<file path="config.mk">
export PLATFORM = sky130hd
export DESIGN_NAME = seq_divider
export DESIGN_NICKNAME = d
export VERILOG_FILES = /design/src/rtl/seq_divider_pkg.sv /design/src/rtl/seq_divider_div_step.sv /design/src/rtl/seq_divider.sv
export SDC_FILE = /design/constraint.sdc
export NUM_CORES = 1
export LEC_CHECK = 0
export BUFFER_PORTS_ARGS = -buffer_cell sky130_fd_sc_hd__buf_2
export CAP_MARGIN = 20
export CELL_PAD_IN_SITES_DETAIL_PLACEMENT = 0
export CELL_PAD_IN_SITES_GLOBAL_PLACEMENT = 1
export CORE_MARGIN = 2
export CORE_UTILIZATION = 45
export CTS_BUF_LIST = sky130_fd_sc_hd__clkbuf_4 sky130_fd_sc_hd__clkbuf_8 sky130_fd_sc_hd__clkbuf_16
export CTS_CLUSTER_SIZE = 30
export DETAILED_ROUTE_END_ITERATION = 16
export PLACE_DENSITY_LB_ADDON = 0.1
export SYNTH_ARGS = -nofsm -noshare
export SYNTH_HDL_FRONTEND = slang
export SYNTH_SLANG_ARGS = --single-unit
</file>
<file path="constraint.sdc">
create_clock -name clk -period 4.2 [get_ports clk]
set_input_delay 0.63 -clock clk [delete_from_list [all_inputs] [get_ports clk]]
set_output_delay 0.63 -clock clk [all_outputs]
set_load 0.05 [all_outputs]
</file>
<file path="src/rtl/seq_divider_pkg.sv">
// Shared definitions for the sequential restoring divider: FSM encoding and
// the divide-by-zero quotient rule.
package seq_divider_pkg;

  localparam int MAX_WIDTH = 64;

  localparam logic [2:0] ST_IDLE = 3'd0;
  localparam logic [2:0] ST_PREP = 3'd1;
  localparam logic [2:0] ST_RUN  = 3'd2;
  localparam logic [2:0] ST_FIX  = 3'd3;
  localparam logic [2:0] ST_DONE = 3'd4;

  typedef enum logic [2:0] {
    IDLE = ST_IDLE,
    PREP = ST_PREP,
    RUN  = ST_RUN,
    FIX  = ST_FIX,
    DONE = ST_DONE
  } state_e;

  // Zero divisor: -1 (all ones) unless a signed negative dividend, which gives +1.
  function automatic logic [MAX_WIDTH-1:0] dbzQuotient(input logic isSigned,
                                                       input logic dividendNeg);
    if (isSigned && dividendNeg) return MAX_WIDTH'(1);
    return '1;
  endfunction

endpackage

</file>
<file path="src/rtl/seq_divider_div_step.sv">
// One restoring division step: shift the next dividend bit into the partial
// remainder and subtract the divisor if it fits.
module div_step #(
  parameter int WIDTH = 16
) (
  input  logic [WIDTH:0]   rem_i,
  input  logic [WIDTH-1:0] divisor_i,
  input  logic             bit_i,
  output logic [WIDTH:0]   rem_o,
  output logic             qbit_o
);

  localparam int REM_W = WIDTH + 1;

  logic [WIDTH+1:0] shifted;
  logic             fits;

  assign shifted = {rem_i, bit_i};
  assign fits    = (shifted >= {2'b00, divisor_i});
  assign qbit_o  = fits;
  assign rem_o   = fits ? REM_W'(shifted - {2'b00, divisor_i}) : shifted[WIDTH:0];

endmodule

</file>
<file path="src/rtl/seq_divider.sv">
// Multi-cycle restoring divider with command/result handshakes, signed mode,
// divide-by-zero flagging, abort and result back-pressure.
module seq_divider
  import seq_divider_pkg::*;
#(
  parameter int WIDTH = 16
) (
  input  logic             clk,
  input  logic             reset_n,
  input  logic             start_valid,
  output logic             start_ready,
  input  logic [WIDTH-1:0] dividend,
  input  logic [WIDTH-1:0] divisor,
  input  logic             is_signed,
  input  logic             abort,
  output logic             res_valid,
  input  logic             res_ready,
  output logic [WIDTH-1:0] quotient,
  output logic [WIDTH-1:0] remainder,
  output logic             div_by_zero,
  output logic             busy
);

  localparam int CNT_W = $clog2(WIDTH);

  state_e           state_q, state_d;
  logic [WIDTH-1:0] accum_q;
  logic [WIDTH-1:0] divMag_q;
  logic [WIDTH:0]   partRem_q;
  logic [CNT_W-1:0] iter_q;
  logic             signedMode_q;
  logic             negQuot_q;
  logic             negRem_q;
  logic [WIDTH-1:0] quotient_q;
  logic [WIDTH-1:0] remainder_q;
  logic             divByZero_q;

  logic [WIDTH:0]   stepRem;
  logic             stepBit;
  logic             divisorZero;
  logic             lastIter;
  logic             abortNow;

  assign divisorZero = (divMag_q == '0);
  assign lastIter    = (iter_q == CNT_W'(WIDTH - 1));
  assign abortNow    = abort && (state_q != IDLE);

  div_step #(.WIDTH(WIDTH)) u_step (
    .rem_i     (partRem_q),
    .divisor_i (divMag_q),
    .bit_i     (accum_q[WIDTH-1]),
    .rem_o     (stepRem),
    .qbit_o    (stepBit)
  );

  always_ff @(posedge clk or negedge reset_n) begin
    if (!reset_n) state_q <= IDLE;
    else          state_q <= state_d;
  end

  // A zero divisor skips RUN; FIX still registers its special-case result.
  always_comb begin
    state_d = state_q;
    case (state_q)
      IDLE:    if (start_valid) state_d = PREP;
      PREP:    state_d = divisorZero ? FIX : RUN;
      RUN:     if (lastIter) state_d = FIX;
      FIX:     state_d = DONE;
      DONE:    if (res_ready) state_d = IDLE;
      default: state_d = IDLE;
    endcase
    if (abortNow) state_d = IDLE;
  end

  always_comb begin
    start_ready = (state_q == IDLE);
    busy        = (state_q != IDLE);
    res_valid   = (state_q == DONE);
  end

  // accum_q holds the dividend magnitude and fills with quotient bits as it shifts.
  always_ff @(posedge clk or negedge reset_n) begin
    if (!reset_n) begin
      accum_q      <= '0;
      divMag_q     <= '0;
      partRem_q    <= '0;
      iter_q       <= '0;
      signedMode_q <= 1'b0;
      negQuot_q    <= 1'b0;
      negRem_q     <= 1'b0;
      quotient_q   <= '0;
      remainder_q  <= '0;
      divByZero_q  <= 1'b0;
    end else begin
      case (state_q)
        IDLE: begin
          if (start_valid) begin
            accum_q      <= dividend;
            divMag_q     <= divisor;
            signedMode_q <= is_signed;
          end
        end
        PREP: begin
          negQuot_q <= signedMode_q & (accum_q[WIDTH-1] ^ divMag_q[WIDTH-1]);
          negRem_q  <= signedMode_q & accum_q[WIDTH-1];
          partRem_q <= '0;
          iter_q    <= '0;
          if (!divisorZero) begin
            if (signedMode_q && accum_q[WIDTH-1])  accum_q  <= -accum_q;
            if (signedMode_q && divMag_q[WIDTH-1]) divMag_q <= -divMag_q;
          end
        end
        RUN: begin
          partRem_q <= stepRem;
          accum_q   <= {accum_q[WIDTH-2:0], stepBit};
          iter_q    <= iter_q + 1'b1;
        end
        FIX: begin
          if (!abort) begin
            if (divisorZero) begin
              quotient_q  <= WIDTH'(dbzQuotient(signedMode_q, accum_q[WIDTH-1]));
              remainder_q <= accum_q;
              divByZero_q <= 1'b1;
            end else begin
              quotient_q  <= negQuot_q ? -accum_q : accum_q;
              remainder_q <= negRem_q ? -partRem_q[WIDTH-1:0] : partRem_q[WIDTH-1:0];
              divByZero_q <= 1'b0;
            end
          end
        end
        default: ;
      endcase
      if (abortNow) divByZero_q <= 1'b0;
    end
  end

  assign quotient    = quotient_q;
  assign remainder   = remainder_q;
  assign div_by_zero = divByZero_q;

endmodule

</file>
# Yosys cells after proc, flatten, opt, wreduce, memory -nomap -nowiden
# Cells that the tools add are included.
# classes
n_addsub	5
n_lt_le_gt_ge	1
n_eq_ne	13
muxes	31
bitwise	4
reduce_logical	16
# ops
cell	count
two-way mux 16 bit	12
negation 16 bit	3
one-hot mux 16 bit (3 select lines)	1
one-hot mux 17 bit (2 select lines)	1
one-hot mux 16 bit (2 select lines)	1
greater-or-equal comparator 18 x 16 -> 1 bit	1
two-way mux 17 bit	1
subtractor 17 x 16 -> 17 bit	1
zero test 16 bit	1
one-hot mux 3 bit (5 select lines)	1
two-way mux 3 bit	4
two-way mux 1 bit	9
inequality test 2 bit (second input constant)	4
one-hot mux 4 bit (2 select lines)	1
AND reduction 4 bit	2
== test 3 x 2 -> 1 bit (second input constant)	2
AND reduction 2 bit	3
nonzero test 2 bit	3
nonzero test 3 bit	2
adder 4 x 1 -> 4 bit (second input constant)	1
== test 4 bit (second input constant)	1
== test 3 x 1 -> 1 bit (second input constant)	1
== test 3 bit (second input constant)	1
logical AND 1 bit	3
other kinds (9)	10
# totals
regBits	92
inputBits	38
elab_cells	81

# Depth between registers and ports, before layout
# Gate-level depths: netlist (run 1).
# logic_depth
word_depth	7
depth_mapped	12
mapped_depth_nobuf	10

# By module
# Synthesis (run 1) repeated with hierarchy kept, for this count alone.
# unflattened
cells_unflattened	755
area_unflattened_um2	6477.5
# by_module_without_submodules
mod	n_inst	cells_each	area_per_inst_um2	seq_area_each_um2
seq_divider	1	604	5310.1	2302.2
div_step	1	151	1167.4	0.0

# Worst setup path after synthesis (run 1)
# No wires, ideal clock.
# synth_timing
path_kind	register -> register
startpoint	register accum_q[15]
endpoint	register partRem_q[16]
setup_time_ns	0.066
t_arrival_ns	2.664
t_required_ns	4.134
setup_slack_ns	1.469
path_stages_with_launch	12
path_buffers	1
cell_sequence	dfrtp_1 clkbuf_1 inv_1 ha_1 inv_1 fa_1 a21o_1 a221oi_1 or3_1 o2111ai_1 or4b_2 nand2_1
# synth_via
elab_chain_cells	3
# synth_rtl
element	line	source
from (decl)	seq_divider.sv:27	logic [WIDTH-1:0] accum_q;
from (signal assigned)	seq_divider.sv:98	accum_q <= dividend;
from (signal assigned)	seq_divider.sv:109	if (signedMode_q && accum_q[WIDTH-1]) accum_q <= -accum_q;
from (signal assigned)	seq_divider.sv:115	accum_q <= {accum_q[WIDTH-2:0], stepBit};
subtractor 17 x 16 -> 17 bit / greater-or-equal comparator 18 x 16 -> 1 bit (equally long branches)	seq_divider_div_step.sv:21, seq_divider_div_step.sv:19	
two-way mux 17 bit *	seq_divider_div_step.sv:21	assign rem_o = fits ? REM_W'(shifted - {2'b00, divisor_i}) : shifted[WIDTH:0];
one-hot mux 17 bit (2 select lines) *	seq_divider.sv:95	case (state_q)
to (signal assigned)	seq_divider.sv:114	partRem_q <= stepRem;
to (decl)	seq_divider.sv:29	logic [WIDTH:0] partRem_q;
# Mark *: on every way between the ends. The rest lies on a longest branch, timed or not.
# A chain may end at the register's enable or synchronous reset.

# Final worst setup path (run 1)
# layout_timing
startpoint	register divMag_q[1]
endpoint	register remainder_q[7], in the netlist remainder[7]
# layout_via
elab_chain_cells	2
# layout_rtl
element	line	source
from (decl)	seq_divider.sv:28	logic [WIDTH-1:0] divMag_q;
from (signal assigned)	seq_divider.sv:99	divMag_q <= divisor;
from (signal assigned)	seq_divider.sv:110	if (signedMode_q && divMag_q[WIDTH-1]) divMag_q <= -divMag_q;
zero test 16 bit	seq_divider.sv:44	assign divisorZero = (divMag_q == '0);
two-way mux 16 bit	seq_divider.sv:120	if (divisorZero) begin
to (signal assigned)	seq_divider.sv:122	remainder_q <= accum_q;
to (signal assigned)	seq_divider.sv:126	remainder_q <= negRem_q ? -partRem_q[WIDTH-1:0] : partRem_q[WIDTH-1:0];
to (decl)	seq_divider.sv:35	logic [WIDTH-1:0] remainder_q;
# Every way passes these cells.

==> run metrics, run 1 <==
run status=completed; Post-CTS Setup Bufs=0; critical path's slowest cell=nand3_1; CORE AREA=0.01335 sq mm; RSZ-0062 raised after global routing=no; clock power share=14.5%; Post-Route Setup TNS=0 ns; design area=0.006973 sq mm; row cnt=42; Synth area leader=dfrtp_1; RR Startpoint=divMag_q[1]; Post-Syn Instances=749; CTS Buffer Depth=2; CP max stage delay=0.75 ns; Max transition margin=30.14%; mean post-synth cell area=8.279 sq um; # clock sinks=92; clk slew on worst S/H paths=0.07 ns; share of post-route cells with drive strength above 1=14.52%; largest net degree at the start of global routing=71; DR WL/cell=18.39 um; synth top area cells=dfrtp_1, nand2_1, o21ai_0; Async S/R FF share, synth=100.0%; worst path cell trace=inv_1 > ha_1 > nor3b_1 > and2_1 > nand3_1 > o21ai_0 > o21ai_0; CP Capture Type=register; antenna-violating nets left=0; CTS root buf=clkbuf_16; Hold Buf Count CTS=0; first-pass GRT wire length=29.17 mm; post-CTS sizing=0; R2R Setup Slk=1.12 ns; P_int=2.746 mW; placed inst area=0.006686 sq mm; CP arrival=3.31 ns; worst min-delay path class=primary input to asynchronous set/reset pin; syn_nets=808; CP Depth=7; hpwl dp=13.07 mm; gpl congestion=0.8537; NumNets Final=853; P_leak=3.190 nW; Synth Warn #=0; initial core utilization=46.46%; Synth-to-Final Area Change=12.45%; Total GRT Usage=25.47%; iteration count of the initial detailed-routing pass=5; CP max FO=26; fin crit period=3.077 ns; fin. max-slew vios=0; vias in the first global route=5395; DRT iter0 DRCs=392; CP Launch Type=register; H-Tree Depth=3; via count=5689; vias per std cell=5.835; CTS tree=built; Worst Max-Slew Pin Slew=1.045 ns; die width=121.4 um; Post-synth top flop=dfrtp_1; IO Port Bufs=73; reg2reg path depth=7; initial antenna violation count=0; part of the power in registers=30.2%; critical path's most frequent cell=o21ai_0; Final Hold Viols=0; register area share after synthesis=37.13%; die area=0.01473 sq mm; Req. time, crit path=4.43 ns; Routed WL=17.93 mm; total gr overflow=0; Netlist Area Pre-Place=0.006201 sq mm; period utilization=73.26%; number of flops mapped to enable cells by yosys=0; PwrDens=797.8 mW/mm^2; crit path buf inv count=1; n_diodes=0; critical path type=register to register; max cap viols=0; Max Clock Freq=0.3250 GHz; R2R Path End=remainder[7]; number of I/O pins=74; synthesis-stage register bit count=92; Net Switching=2.817 mW; logic gate share of total power=55.3%; Worst-Skew Late Latency=0.36 ns; cell family with most CP delay=simple AND/OR/NAND/NOR gates; # DRC=0; Net Sw Frac=50.63%; die height=121.4 um; Yosys cell types=59; Setup Viol. Count Final=0; VDD IR-drop max=0.0002886 V; CTS buffer count=9; Worst Clk Skew=0.008894 ns; Yosys top cell area share=37.13%
## cells in the mapped netlist (4+ instances only)
master,count
a221oi_1,8
nor3b_1,5
o21a_1,6
a211oi_1,5
xor2_1,17
a22o_1,10
a221o_1,8
nand4_1,6
nor2b_1,4
nand2_1,107
o211ai_1,5
nor2_1,55
xnor2_1,28
and3_1,10
mux2i_1,14
or3_1,7
a21o_1,6
a31oi_1,7
and2_1,7
nor3_1,30
o31ai_1,20
a22oi_1,6
clkbuf_1,40
ha_1,20
o21bai_1,4
buf_2,4
nand3_1,16
o21ai_0,63
o41ai_1,5
and4_1,5
dfrtp_1,92
a21oi_1,49
inv_1,26
buf_1,5
o22ai_1,14
## layout make-up
| class | instances | area [sq um] |
|---|---|---|
| clock buffer | 10 | 239.0 |
| clock inverter | 6 | 47.55 |
| fill | 1330 | 6375 |
| inverter | 26 | 97.59 |
| multi-input combinational | 582 | 3623 |
| sequential | 92 | 2302 |
| tap | 176 | 220.2 |
| timing repair buffer | 83 | 442.9 |
## power groups by stage
stage / sequential (mW) / clock, mW / combinational [mW]
finish: 1.68 / 0.805 / 3.08
global route: 1.74 / 0.861 / 3.41
CTS: 1.68 / 0.818 / 3.08
detailed placement: 1.69 / 0 / 3.07
global placement: 1.68 / 0 / 3.02
floorplan: 1.82 / 0 / 2.16
## layer usage
| layer | track usage, % | wire [um] |
|---|---|---|
| met4 | 6.897 | 249 |
| met2 | 42.45 | 8636 |
| met1 | 34.56 | 8255 |
| met5 | 0 | 0 |
| met3 | 3.853 | 784 |
## sequential cells by signal (all words and copies together) (netlist names)
name	cells
negQuot_q	1
accum_q	16
negRem_q	1
state_q	3
quotient	16
iter_q	4
signedMode_q	1
partRem_q	17
div_by_zero	1
divMag_q	16
remainder	16
## how the worst max path moves through the flow
stage                      startpoint             to  slack (ns)
after floorplan           accum_q[15]  partRem_q[16]        1.47
after global placement    divMag_q[1]   remainder[1]        1.34
after detailed placement  divMag_q[1]   remainder[7]        1.20
after CTS                 divMag_q[1]  remainder[15]        1.19
after global routing      divMag_q[1]   remainder[1]        0.84
final                     divMag_q[1]   remainder[7]        1.12
## cell families (layout without fill, tap and decap cells)
| kind of cell | after synthesis | after routing | synth area share (%) |
|---|---|---|---|
| muxes | 17 | 17 | 2.805 |
| buffers and inverters | 75 | 125 | 4.621 |
| xor gates and xnor gates | 45 | 45 | 6.356 |
| AOI/OAI and AO/OA | 230 | 230 | 24.17 |
| adders and majority gates | 21 | 21 | 4.358 |
| DFF | 92 | 92 | 37.13 |
| and+or+nand+nor | 269 | 269 | 20.56 |
## layout by cell type (no fill, tap or decap), types with 15 or more instances in the layout
| cell type | synthesis | routed |
|---|---|---|
| a21oi_1 | 49 | 48 |
| buf_2 | 4 | 72 |
| dfrtp_1 | 92 | 92 |
| ha_1 | 20 | 20 |
| inv_1 | 26 | 26 |
| nand2_1 | 107 | 107 |
| nand3_1 | 16 | 15 |
| nor2_1 | 55 | 54 |
| nor3_1 | 30 | 30 |
| o21ai_0 | 63 | 63 |
| o31ai_1 | 20 | 20 |
| xnor2_1 | 28 | 28 |
| xor2_1 | 17 | 17 |
## stage by stage
stage	hold slack [ns]	power (mW)	cells	util, %	setup WS (ns)
6_report	0.4107	5.563	975	52.24	1.123
5_1_grt	0.4900	6.006	975	52.24	0.8362
4_1_cts	0.4498	5.577	975	52.24	1.186
3_5_place_dp	0.4612	4.766	959	50.09	1.197
3_3_place_gp	0.4551	4.704	959	50.09	1.343
2_1_floorplan	0.3344	3.975	749	-	1.469
## worst register-to-register path: stages, from the launching register on
cell and delay (ns):
dfrtp_1 0.41, inv_1 0.14, ha_1 0.21, nor3b_1 0.51
and2_1 0.29, nand3_1 0.76, o21ai_0 0.52, o21ai_0 0.12
No activity file was read; power rests on OpenSTA's default activity.
==> inputs of run 2 (changes only) <==
--- a/config.mk
+++ b/config.mk
@@ -5,12 +5,13 @@
 export SDC_FILE = /design/constraint.sdc
 export NUM_CORES = 1
 export LEC_CHECK = 0
+export ABC_AREA = 1
 export BUFFER_PORTS_ARGS = -buffer_cell sky130_fd_sc_hd__buf_2
 export CAP_MARGIN = 20
 export CELL_PAD_IN_SITES_DETAIL_PLACEMENT = 0
 export CELL_PAD_IN_SITES_GLOBAL_PLACEMENT = 1
 export CORE_MARGIN = 2
-export CORE_UTILIZATION = 45
+export CORE_UTILIZATION = 43
 export CTS_BUF_LIST = sky130_fd_sc_hd__clkbuf_4 sky130_fd_sc_hd__clkbuf_8 sky130_fd_sc_hd__clkbuf_16
 export CTS_CLUSTER_SIZE = 30
 export DETAILED_ROUTE_END_ITERATION = 16
==> constraint.sdc (replaced) <==
create_clock -name clk -period 3.1 [get_ports clk]
set_input_delay 0.465 -clock clk [delete_from_list [all_inputs] [get_ports clk]]
set_output_delay 0.465 -clock clk [all_outputs]
set_load 0.05 [all_outputs]
==> run 2 against run 1 <==
Utilization decreased by 3.2 points; first-iteration DRC count increased by 52%; design area increased by 11%; critical path depth increased by 5; die area increased by 16%; hold slack got worse by 0.27 ns; combinational power increased by 99%; clock power increased by 48%; clock skew increased by 0.0034 ns; critical path type unchanged.
==> run metrics, run 2 <==
gpl congestion=0.8844; placed inst area=0.007425 sq mm; Inst Count DP=1281; total gr overflow=0; mean post-synth cell area=6.809 sq um; iteration count of the initial detailed-routing pass=5; VDD IR-drop max=0.0004197 V; design area=0.007740 sq mm; Setup Viol. Count Final=0; die height=130.5 um; critical path's most frequent cell=nand2_1; Req. time, crit path=3.34 ns; Post-Route Setup TNS=0 ns; vias in the first global route=6152; Post-synth top flop=dfrtp_1; Post-Syn Instances=1011; RSZ-0062 raised after global routing=no; post-CTS sizing=0; Top reg by flops=partRem_q; non-filler cells, final=1297; synth top area cells=dfrtp_1, nand2_1, nand3_1; clk slew on worst S/H paths=0.07 ns; CORE AREA=0.01577 sq mm; die area=0.01704 sq mm; Post-CTS Setup Bufs=0; crit path buf inv count=2; Synth Warn #=0; Max Clock Freq=0.3878 GHz; number of flops mapped to enable cells by yosys=0; register area=0.002302 sq mm; multi-input logic area=0.003976 sq mm; # clock sinks=92; P_leak=4.153 nW; WL met2=8.979 mm; WHS=0.1385 ns; IO Port Bufs=73; max cap viols=0; initial core utilization=43.65%; Yosys cell types=53; largest net degree at the start of global routing=49; number of flip-flops under the largest register name=17; initial antenna violation count=0; syn_nets=1070; highest metal used=met4; row cnt=46; met3 WL=1.122 mm; CP max stage delay=0.46 ns; synthesis-stage register bit count=92; worst min-delay path class=primary input to asynchronous set/reset pin; PwrDens=1242 mW/mm^2; Synth area leader=dfrtp_1; first-pass GRT wire length=33.35 mm; CP Capture Type=register; run status=completed; period utilization=83.18%; number of I/O pins=74; die width=130.5 um; critical path's slowest cell=dfrtp_1; NumNets Final=1135; Final Hold Viols=0; Worst Max-Slew Pin Slew=0.8237 ns; hpwl dp=15.96 mm; antenna-violating nets left=0; Worst Clk Skew=0.01234 ns; DR WL/cell=16.30 um; n_diodes=0; Yosys top cell area share=33.44%; Netlist Area Pre-Place=0.006884 sq mm; Routed WL=21.14 mm; CP Launch Type=register; worst path cell trace=inv_1 > ha_1 > inv_1 > fa_1 > nand3_1 > nand3_2 > nand2_2 > nand2_4 > nand2_1 > nand2_1 > nand2_1 > nand2_1; register area share after synthesis=33.44%; fin crit period=2.579 ns; count leader, synth=nand2_1; Total GRT Usage=25.36%; CTS root buf=clkbuf_16; critical path type=register to register; CP arrival=2.82 ns; Hold Buf Count CTS=0; most common cell after layout, fill and taps aside=nand2_1; commonest cells after routing, fill and taps aside=nand2_1, inv_1, nand3_1; CTS Buffer Depth=2; # DRC=0; vias per std cell=5.234; fin. max-slew vios=0; # fillers=1716; Max transition margin=45.08%; Post-Route M1 WL=10.81 mm; Setup WS pre-CTS=0.5397 ns; Synth-to-Final Area Change=12.43%; CP max FO=18; Commonest cells post-synth=nand2_1, inv_1, nand3_1, dfrtp_1, nor2_1; H-Tree Depth=3; DRT iter0 DRCs=596; CTS buffer count=9; cell family with most CP delay=simple AND/OR/NAND/NOR gates; CTS tree=built; Async S/R FF share, synth=100.0%; via count=6788; share of post-route cells with drive strength above 1=14.89%; worst setup margin=0.5214 ns; Worst-Skew Late Latency=0.35 ns
[run 2: cell types whose count changed after synthesis, moves of 12 or more]
cell / delta
inv_1: +81
mux2i_1: -12
o21ai_1: +23
clkbuf_1: -32
o31ai_1: -19
nand2_2: +12
a21oi_1: -18
nand3_1: +89
nor3_1: -24
nor2_1: +21
nand3_2: +14
xnor2_1: -21
nand2_1: +220
[run 2: cell type report]
cell class,instances,area share [%]
Clock buffer,12,3.362
Clock inverter,4,0.7113
Inverter,116,5.690
Multi-Input combinational cell,775,51.37
Sequential cell,92,29.74
Tap cell,216,3.492
Timing Repair Buffer,82,5.626
[run 2: metal layers]
layer	global-route usage, %	vias up
met2	37.07	175
met1	39.23	3165
met5	0	-
met4	6.571	0
met3	3.542	15
li1	-	3433
[run 2: through the flow]
stage,power [mW],utilization [%]
floorplan,6.887,-
global placement,8.414,47.08
detailed placement,8.400,47.08
CTS,9.635,49.08
global route,10.50,49.08
finish,9.616,49.08
[run 2: worst paths after layout]
path,end,slack [ns],cells after the start,start
worst max-delay path,partRem_q[14],0.52,12,accum_q[15]
worst min-delay path,divMag_q[7],0.14,1,reset_n
worst max register to register,partRem_q[14],0.52,12,accum_q[15]
worst min register to register,remainder[10],0.48,2,remainder[10]
max in group asynchronous,accum_q[4],2.25,2,reset_n
min in group clk,signedMode_q,0.37,2,is_signed
[run 2: power by group]
| part | internal, mW | leakage [nW] | switching [mW] |
|---|---|---|---|
| clock network | 0.685 | 0.153 | 0.507 |
| registers | 1.73 | 1.17 | 0.550 |
| logic | 1.84 | 2.83 | 4.30 |
| total | 4.26 | 4.15 | 5.36 |
[run 2: kinds of logic after synthesis]
family / count (synthesis) / share of synthesized area [%]
and+or+nand+nor: 581 / 38.31
AOI/OAI and AO/OA: 149 / 12.40
buffers and inverters: 144 / 8.797
DFF: 92 / 33.44
xor gates and xnor gates: 21 / 2.672
adders and majority gates: 21 / 3.926
muxes: 3 / 0.4544
